### src/rtl/cpu_seq_pkg.sv
// Shared constants for the CPU phase sequencer: FSM state encoding, default
// phase indices and fault bit positions.
package cpu_seq_pkg;

    localparam logic [2:0] ST_RUN    = 3'd0;
    localparam logic [2:0] ST_WAIT   = 3'd1;
    localparam logic [2:0] ST_HALTED = 3'd2;
    localparam logic [2:0] ST_STEP   = 3'd3;
    localparam logic [2:0] ST_FAULT  = 3'd4;

    localparam int unsigned PH_CYCLE = 0;
    localparam int unsigned PH_MEM   = 1;
    localparam int unsigned PH_INT   = 2;

    localparam int unsigned FLT_TIMEOUT  = 0;
    localparam int unsigned FLT_OVERFLOW = 1;

endpackage

### src/rtl/cpu_step_counter.sv
// Microstep counter: advances on each phase-0 strobe, restarts on request and
// wraps after MAX_STEPS-1, flagging the wrap for one clock.
module cpu_step_counter #(
    parameter int unsigned STEP_W    = 4,
    parameter int unsigned MAX_STEPS = 16
) (
    input  logic              clk,
    input  logic              reset,
    input  logic              i_en,
    input  logic              i_restart,
    output logic [STEP_W-1:0] o_cycle,
    output logic              o_overflow
);

    localparam logic [STEP_W-1:0] LAST = STEP_W'(MAX_STEPS - 1);

    logic [STEP_W-1:0] r_cycle;
    logic              w_at_last;

    assign w_at_last  = (r_cycle == LAST);
    assign o_overflow = i_en && !i_restart && w_at_last;
    assign o_cycle    = r_cycle;

    always_ff @(posedge clk) begin
        if (reset) begin
            r_cycle <= '0;
        end else if (i_en) begin
            if (i_restart || w_at_last) begin
                r_cycle <= '0;
            end else begin
                r_cycle <= r_cycle + STEP_W'(1);
            end
        end
    end

endmodule

### src/rtl/cpu_phase_sequencer.sv
// Phase ring generator with memory wait states, timeout fault, run/halt/step
// control and a microstep counter; emits one-clock phase enables.
module cpu_phase_sequencer
    import cpu_seq_pkg::*;
#(
    parameter int unsigned PHASES        = 3,
    parameter int unsigned MEM_PHASE     = PH_MEM,
    parameter int unsigned STEP_W        = 4,
    parameter int unsigned MAX_STEPS     = 16,
    parameter int unsigned TIMEOUT       = 255,
    parameter bit          START_RUNNING = 1'b1
) (
    input  logic              clk,
    input  logic              reset,
    input  logic              run,
    input  logic              step,
    input  logic              halt_req,
    input  logic              next_state,
    input  logic              mem_req,
    input  logic              mem_ready,
    output logic [PHASES-1:0] phase_en,
    output logic [STEP_W-1:0] cycle,
    output logic              halted,
    output logic              waiting,
    output logic [1:0]        fault
);

    localparam int unsigned PTR_W = $clog2(PHASES);
    localparam int unsigned CNT_W = (TIMEOUT > 0) ? $clog2(TIMEOUT + 1) : 1;
    localparam logic [PTR_W-1:0] LAST_PH = PTR_W'(PHASES - 1);
    localparam logic [PTR_W-1:0] MEM_PH  = PTR_W'(MEM_PHASE);
    localparam logic [CNT_W-1:0] TMO     = CNT_W'(TIMEOUT);

    logic [2:0]        r_state,     w_state_d;
    logic [PTR_W-1:0]  r_ptr,       w_ptr_d;
    logic [PHASES-1:0] r_phase_en,  w_phase_en_d;
    logic [CNT_W-1:0]  r_wait_cnt,  w_wait_cnt_d;
    logic              r_step_mode, w_step_d;
    logic              r_halt_pend, w_halt_pend_d;
    logic [1:0]        r_fault,     w_fault_d;
    logic              w_strobe;
    logic              w_halt;
    logic              w_overflow;
    logic [CNT_W-1:0]  w_wait_inc;

    assign w_wait_inc = r_wait_cnt + CNT_W'(1);

    always_comb begin
        w_state_d     = r_state;
        w_ptr_d       = r_ptr;
        w_phase_en_d  = '0;
        w_wait_cnt_d  = r_wait_cnt;
        w_step_d      = r_step_mode;
        w_halt_pend_d = r_halt_pend;
        w_fault_d     = r_fault;
        w_fault_d[FLT_OVERFLOW] = r_fault[FLT_OVERFLOW] | w_overflow;
        w_strobe      = 1'b0;
        w_halt        = 1'b0;

        case (r_state)
            ST_RUN, ST_STEP: w_strobe = 1'b1;
            ST_HALTED: begin
                if (run) begin
                    w_strobe = 1'b1;
                    w_step_d = 1'b0;
                end else if (step) begin
                    w_strobe = 1'b1;
                    w_step_d = 1'b1;
                end
            end
            ST_WAIT: begin
                if (mem_ready) begin
                    w_strobe = 1'b1;
                end else if (TIMEOUT != 0 && w_wait_inc == TMO) begin
                    w_state_d              = ST_FAULT;
                    w_fault_d[FLT_TIMEOUT] = 1'b1;
                end else begin
                    w_wait_cnt_d  = w_wait_inc;
                    w_halt_pend_d = r_halt_pend | (halt_req & ~r_step_mode);
                end
            end
            default: ;
        endcase

        // Halt requests are latched so one seen mid-ring or mid-wait still lands at ring end.
        w_halt = (r_halt_pend | halt_req) & ~w_step_d;

        if (w_strobe) begin
            if (r_state != ST_WAIT && r_ptr == MEM_PH && mem_req && !mem_ready) begin
                w_state_d     = ST_WAIT;
                w_wait_cnt_d  = '0;
                w_halt_pend_d = w_halt;
            end else begin
                w_phase_en_d = {{(PHASES-1){1'b0}}, 1'b1} << r_ptr;
                if (r_ptr == LAST_PH) begin
                    w_ptr_d       = '0;
                    w_halt_pend_d = 1'b0;
                    w_state_d     = (w_step_d || w_halt) ? ST_HALTED : ST_RUN;
                end else begin
                    w_ptr_d       = r_ptr + PTR_W'(1);
                    w_halt_pend_d = w_halt;
                    w_state_d     = w_step_d ? ST_STEP : ST_RUN;
                end
            end
        end
    end

    always_ff @(posedge clk) begin
        if (reset) begin
            r_state     <= START_RUNNING ? ST_RUN : ST_HALTED;
            r_ptr       <= '0;
            r_phase_en  <= '0;
            r_wait_cnt  <= '0;
            r_step_mode <= 1'b0;
            r_halt_pend <= 1'b0;
            r_fault     <= '0;
        end else begin
            r_state     <= w_state_d;
            r_ptr       <= w_ptr_d;
            r_phase_en  <= w_phase_en_d;
            r_wait_cnt  <= w_wait_cnt_d;
            r_step_mode <= w_step_d;
            r_halt_pend <= w_halt_pend_d;
            r_fault     <= w_fault_d;
        end
    end

    cpu_step_counter #(
        .STEP_W    (STEP_W),
        .MAX_STEPS (MAX_STEPS)
    ) u_step_counter (
        .clk        (clk),
        .reset      (reset),
        .i_en       (r_phase_en[PH_CYCLE]),
        .i_restart  (next_state),
        .o_cycle    (cycle),
        .o_overflow (w_overflow)
    );

    assign phase_en = r_phase_en;
    assign waiting  = (r_state == ST_WAIT);
    assign halted   = (r_state == ST_HALTED) || (r_state == ST_FAULT);
    assign fault    = r_fault;

endmodule

### config.mk
export PLATFORM = sky130hd
export DESIGN_NAME = cpu_phase_sequencer
export DESIGN_NICKNAME = d
export VERILOG_FILES = /design/src/rtl/cpu_seq_pkg.sv /design/src/rtl/cpu_step_counter.sv /design/src/rtl/cpu_phase_sequencer.sv
export SDC_FILE = /design/constraint.sdc
export NUM_CORES = 1
export LEC_CHECK = 0
export CAP_MARGIN = 20
export CORE_AREA = 2 2 60 62
export DETAILED_ROUTE_END_ITERATION = 16
export DIE_AREA = 0 0 62 64
export GPL_TIMING_DRIVEN = 0
export PLACE_DENSITY = 0.57
export SLEW_MARGIN = 30
export SYNTH_ARGS = -nofsm -noshare
export SYNTH_HDL_FRONTEND = slang
export SYNTH_SLANG_ARGS = --single-unit
### constraint.sdc
create_clock -name clk -period 4.4 [get_ports clk]
set_clock_uncertainty 0.05 [all_clocks]
set_input_delay 0.66 -clock clk [delete_from_list [all_inputs] [get_ports clk]]
set_output_delay 0.66 -clock clk [all_outputs]
set_load 0.01 [all_outputs]
# Word-level counts from Yosys, hierarchy flattened
# Cells that the tools add are included.
classes:
  n_shift: 1
  bitwise_logic: 10
  n_reduce_logical: 19
  n_eq_ne: 11
  muxes: 28
  add_sub_neg: 3
op_table:
  columns: ["operator", "n"]
  rows:
  - ["$mux 8", 5]
  - ["$mux 1", 12]
  - ["$mux 3", 4]
  - ["$mux 2", 5]
  - ["$reduce_and 3->1", 3]
  - ["$add 8x1->8 const B", 1]
  - ["$eq 8x8->1 const B", 1]
  - ["$eq 3x2->1 const B", 2]
  - ["$logic_and 1x1->1", 5]
  - ["$not 1->1", 5]
  - ["$add 4x1->4 const B", 1]
  - ["$eq 4x4->1 const B", 1]
  - ["$mux 4", 1]
  - ["$reduce_bool 2->1", 2]
  - ["$eq 3x1->1 const B", 1]
  - ["$eq 3x3->1 const B", 1]
  - ["$logic_not 3->1", 1]
  - ["$logic_or 1x1->1", 3]
  - ["$ne 3x1->1 const B", 1]
  - ["$or 1x1->1", 3]
  - ["$pmux 1 s3", 1]
  - ["$reduce_or 3->1", 1]
  - ["$shl 1x2->3 const A", 1]
  - ["$add 2x1->2 const B", 1]
  - ["other kinds (8)", 10]
totals:
  ff_bits: 24
  out_inout_bits: 11
  inputBits: 8
  word_cells: 81

# Depth between registers and ports, before layout
depth:
  ltp_word: 10
  depth_mapped: 7
  depth_no_buf: 7

# Modules after synthesis
# From an unflattened synthesis, not the netlist that was laid out.
hier_totals:
  hier_cells: 142
  area_unflattened_um2: 1282.5
modules_own_cells:
  columns: ["module", "n_inst", "cells_each", "seq_area_each_um2", "area_each_um2"]
  rows:
  - ["cpu_phase_sequencer", 1, 120, 400.4, 1081.0]
  - ["cpu_step_counter", 1, 22, 80.1, 201.4]

# Worst setup path after synthesis
# Ideal clock, no wire load.
synth_path:
  kind: "input port to flip-flop"
  startpoint: "in run"
  endpoint: "reg r_wait_cnt[0]"
  path_buffers: 1
  stages: 6
  setup_ps: 59
  setup_slack_ps: 2634
  arrival_ps: 1657
  required_ps: 4291
  cell_sequence: "nor4b_2 -> nor3_2 -> a21o_1 -> buf_2 -> a211oi_1 -> a31o_1"
synth_between:
  elab_chain_len: 3
synth_lines:
  columns: ["element", "line", "source"]
  rows:
  - ["start, declared", "cpu_phase_sequencer.sv:15", "input logic run,"]
  - ["$mux 1", "cpu_phase_sequencer.sv:63", "if (run) begin"]
  - ["$pmux 1 s3", "cpu_phase_sequencer.sv:60", "case (r_state)"]
  - ["$mux 8", "cpu_phase_sequencer.sv:88", "if (w_strobe) begin"]
  - ["end signal, assigned", "cpu_phase_sequencer.sv:121", "r_wait_cnt <= w_wait_cnt_d;"]
  - ["end, declared", "cpu_phase_sequencer.sv:37", "logic [CNT_W-1:0] r_wait_cnt, w_wait_cnt_d;"]
# Every way passes these cells.
# A chain may end at the register's enable or synchronous reset.

# Final worst setup path
layout_path:
  startpoint: "reg r_state[0]"
  endpoint: "out waiting"
layout_between:
  elab_chain_len: 1
layout_lines:
  columns: ["element", "line", "source"]
  rows:
  - ["start, declared", "cpu_phase_sequencer.sv:34", "logic [2:0] r_state, w_state_d;"]
  - ["start signal, assigned", "cpu_phase_sequencer.sv:110", "r_state <= START_RUNNING ? ST_RUN : ST_HALTED;"]
  - ["start signal, assigned", "cpu_phase_sequencer.sv:118", "r_state <= w_state_d;"]
  - ["$eq 3x1->1", "cpu_phase_sequencer.sv:141", "assign waiting = (r_state == ST_WAIT);"]
  - ["end, declared", "cpu_phase_sequencer.sv:24", "output logic waiting,"]
# Every way passes these cells.

==> results.sh <==
export IMPL_status="complete, no violations"
export IMPL_yosysTopAreaCellShare=0.372
export IMPL_drv_cap=0
export IMPL_syn_nets=158
export IMPL_synthMuxAreaShare=0.0155
export IMPL_tns_ps=0
export IMPL_tightest_slew_ps=601
export IMPL_grt_pass1_wl_mm=4.55
export IMPL_die_y_um=64
export IMPL_end_kind="output port"
export IMPL_rsz0062_at_grt="no"
export IMPL_gr_total_overflow=0
export IMPL_vias_per_cell=5.14
export IMPL_synth_top_family_by_area="simple AND/OR/NAND/NOR gates"
export IMPL_die_area_um2=3970
export IMPL_r2r_start="r_wait_cnt[1]$_SDFF_PP0_"
export IMPL_relSlewSlack=0.598
export IMPL_cp_max_fo=8
export IMPL_clock_root_buffer="clkbuf_4"
export IMPL_power_internal_w=0.000317
export IMPL_hold_depth=1
export IMPL_avgSynthCellArea_um2=8.78
export IMPL_path_class="register to output port"
export IMPL_cp_required_ps=3690
export IMPL_synth_edf_count=0
export IMPL_drt_first_pass_iters=4
export IMPL_r2r_end="r_halt_pend$_SDFFE_PP0P_"
export IMPL_cp_startpoint="r_state[0]$_SDFFE_PP0P_"
export IMPL_grt_max_degree=14
export IMPL_pre_cts_ws_ps=1880
export IMPL_endpoint="waiting"
export IMPL_swShare=0.259
export IMPL_irDropWorstVdd_mv=0.217
export IMPL_yosys_warnings=0
export IMPL_setup_viol=0
export IMPL_layout_nets=181
export IMPL_synthCells=147
export IMPL_routed_wl_mm=2.56
export IMPL_synth_cell_area_um2=1290
export IMPL_place_port_buffers=18
export IMPL_drive_gt1_frac=0.136
export IMPL_ant_nets=0
export IMPL_setup_ws_ps=2050
export IMPL_io_pins=19
export IMPL_synth_compound_area_frac=0.178
export IMPL_power_density_nw_per_um2=273
export IMPL_yosys_area_top_type="dfxtp_1"
export IMPL_synth_cell_types=46
export IMPL_chipWidth_um=62
export IMPL_period_needed_ps=2350
export IMPL_synthArstFlopShare=0
export IMPL_synthXorXnorAreaFrac=0.0271
export IMPL_finalHoldViolCount=0
export IMPL_synth_main_ff_cell="dfxtp_1"
export IMPL_start_util=0.393
export IMPL_vias=1105
export IMPL_rrSetupSlack_ps=2450
export IMPL_drc=0
export IMPL_final_max_slew_viol_count=0
export IMPL_nFillCells=318
export IMPL_combPwrFrac=0.166
export IMPL_worst_setup_path_start_kind="register"
export IMPL_gp_congestion=0.814
export IMPL_cts_tree="yes"
export IMPL_post_cts_buffers=0
export IMPL_pwr_share_clk=0.274
export IMPL_syn_to_final_growth_pct=21.2
export IMPL_seqPwrFrac=0.561
export IMPL_timing_final_crit_share=0.534
export IMPL_antenna_cells=0
export IMPL_rows=21
export IMPL_wl_per_cell_um=11.9
export IMPL_cts_hold_buf=0
export IMPL_core_area_um2=3280
export IMPL_antenna_found_initial=0
export IMPL_path_clk_slew_ps=130
export IMPL_ys_seq_area_frac=0.372
export IMPL_grt_use_total=0.147
export IMPL_synth_simple_area_share=0.326
export IMPL_switching_power_w=0.000111
export IMPL_rr_worst_depth=6
export IMPL_clkSinkCount=24
export IMPL_cts_inserted_buffers=3
export IMPL_ys_ff_latch=24
export IMPL_cts_path_max_buffers=2
export IMPL_cts_repair_resized=0
export IMPL_hp_class="register to register"
export IMPL_leakagePower_nw=0.563
export IMPL_clkLatencyLatePin_ps=310
export IMPL_arrival_ps=1640
export IMPL_drtIter0Drc=79
export IMPL_ctsHtreeMaxLevel=1
export IMPL_synth_top_cells_by_area="dfxtp_1, nor2_1, nand2_1, a21oi_1, ha_1"
export IMPL_hpwl_mm=1.92
export IMPL_grt_pass1_vias=1064
export IMPL_synthAdderAreaFrac=0.0291
export IMPL_clock_fmax_ghz=0.426
-- layer usage --
layer | global-route usage | part of all wire | up-vias
met5 | 0 | 0 | -
met4 | 0.0239 | 0.0070 | 0
met3 | 0.0425 | 0.041 | 2
met2 | 0.236 | 0.46 | 20
met1 | 0.196 | 0.49 | 511
li1 | - | - | 572
-- registers in the layout, indices dropped and copies added (netlist names) --
register / cells
r_wait_cnt: 8
u_step_counter.o_cycle: 4
phase_en: 3
r_state: 3
fault: 2
r_ptr: 2
r_halt_pend: 1
r_step_mode: 1
-- power groups by stage --
| stage | clock network (W) | registers [W] | logic, W |
|---|---|---|---|
| finish | 0.000117 | 0.000240 | 0.0000708 |
| global placement | 0 | 0.000244 | 0.0000703 |
| CTS | 0.000123 | 0.000240 | 0.0000715 |
| floorplan | 0 | 0.000243 | 0.0000445 |
| global route | 0.000133 | 0.000243 | 0.0000788 |
| detailed placement | 0 | 0.000245 | 0.0000712 |
-- area by class of cell --
| type | instances | area, um2 | share of cell area |
|---|---|---|---|
| clock buffer | 4 | 36.3 | 0.0232 |
| tap | 46 | 57.6 | 0.0368 |
| inverter | 5 | 18.8 | 0.0120 |
| sequential | 24 | 480 | 0.307 |
| timing repair buffer | 18 | 180 | 0.115 |
| multi-input combinational | 111 | 743 | 0.475 |
| buffer | 7 | 48.8 | 0.0312 |
-- synth_stat cells, types with 2 or more instances --
cell and count:
buf_2 3, xor2_1 2, mux2i_1 2, nor4_1 2
and3_1 2, buf_6 2, nand2b_1 3, o21a_1 2
nor2b_1 2, nand2_1 12, o22ai_1 2, or3_1 2
nor2_1 22, nand4bb_1 2, nand3b_1 2, a21oi_1 8
o21ai_0 6, ha_1 3, nor3_1 5, xnor2_1 2
nor3b_2 2, inv_1 5, dfxtp_1 24, a211oi_1 2
nor3_2 2, nand3_1 3, nand4_1 4
-- critical path, stage by stage, from the launching register on --
cell and delay (ps):
dfxtp_1 470, nor3b_2 280, clkdlybuf4s50_1 580
-- logic make-up (layout without fill, tap and decap cells) --
family                     after synthesis  in the layout
AOI/OAI and AO/OA                       31             31
xor gates and xnor gates                 4              4
adders and majority gates                3              3
buffers and inverters                   12             34
DFF                                     24             24
muxes                                    2              2
and+or+nand+nor                         71             71
-- worst min-delay path by stage --
stage | start | to | slack [ps]
6_report | fault[0]$_SDFFE_PP0P_ | fault[0]$_SDFFE_PP0P_ | 440
3_3_place_gp | fault[0]$_SDFFE_PP0P_ | fault[0]$_SDFFE_PP0P_ | 400
4_1_cts | fault[0]$_SDFFE_PP0P_ | fault[0]$_SDFFE_PP0P_ | 450
2_1_floorplan | r_ptr[0]$_SDFFE_PP0P_ | phase_en[0]$_SDFF_PP0_ | 410
5_1_grt | fault[0]$_SDFFE_PP0P_ | fault[0]$_SDFFE_PP0P_ | 480
3_5_place_dp | fault[0]$_SDFFE_PP0P_ | fault[0]$_SDFFE_PP0P_ | 420
-- per-stage QoR --
stage          std cells  utilization  instance area (um2)  total power [W]  hold slack [ps]
5_1_grt              215        0.477                 1570         0.000455              484
4_1_cts              215        0.477                 1570         0.000434              448
2_1_floorplan        147            -                 1290         0.000288              414
3_3_place_gp         211        0.466                 1530         0.000314              404
3_5_place_dp         211        0.466                 1530         0.000316              416
6_report             215        0.477                 1570         0.000428              439
-- layout by cell type, fill, tap and decap left out, types with 4 or more instances in the layout --
cell type         n
dfxtp_1          24
nand2_1          12
inv_1             5
clkdlybuf4s50_1  18
nor3_1            5
nor2_1           22
o21ai_0           6
nand4_1           4
a21oi_1           8
Power figures use the tool's default switching activity.
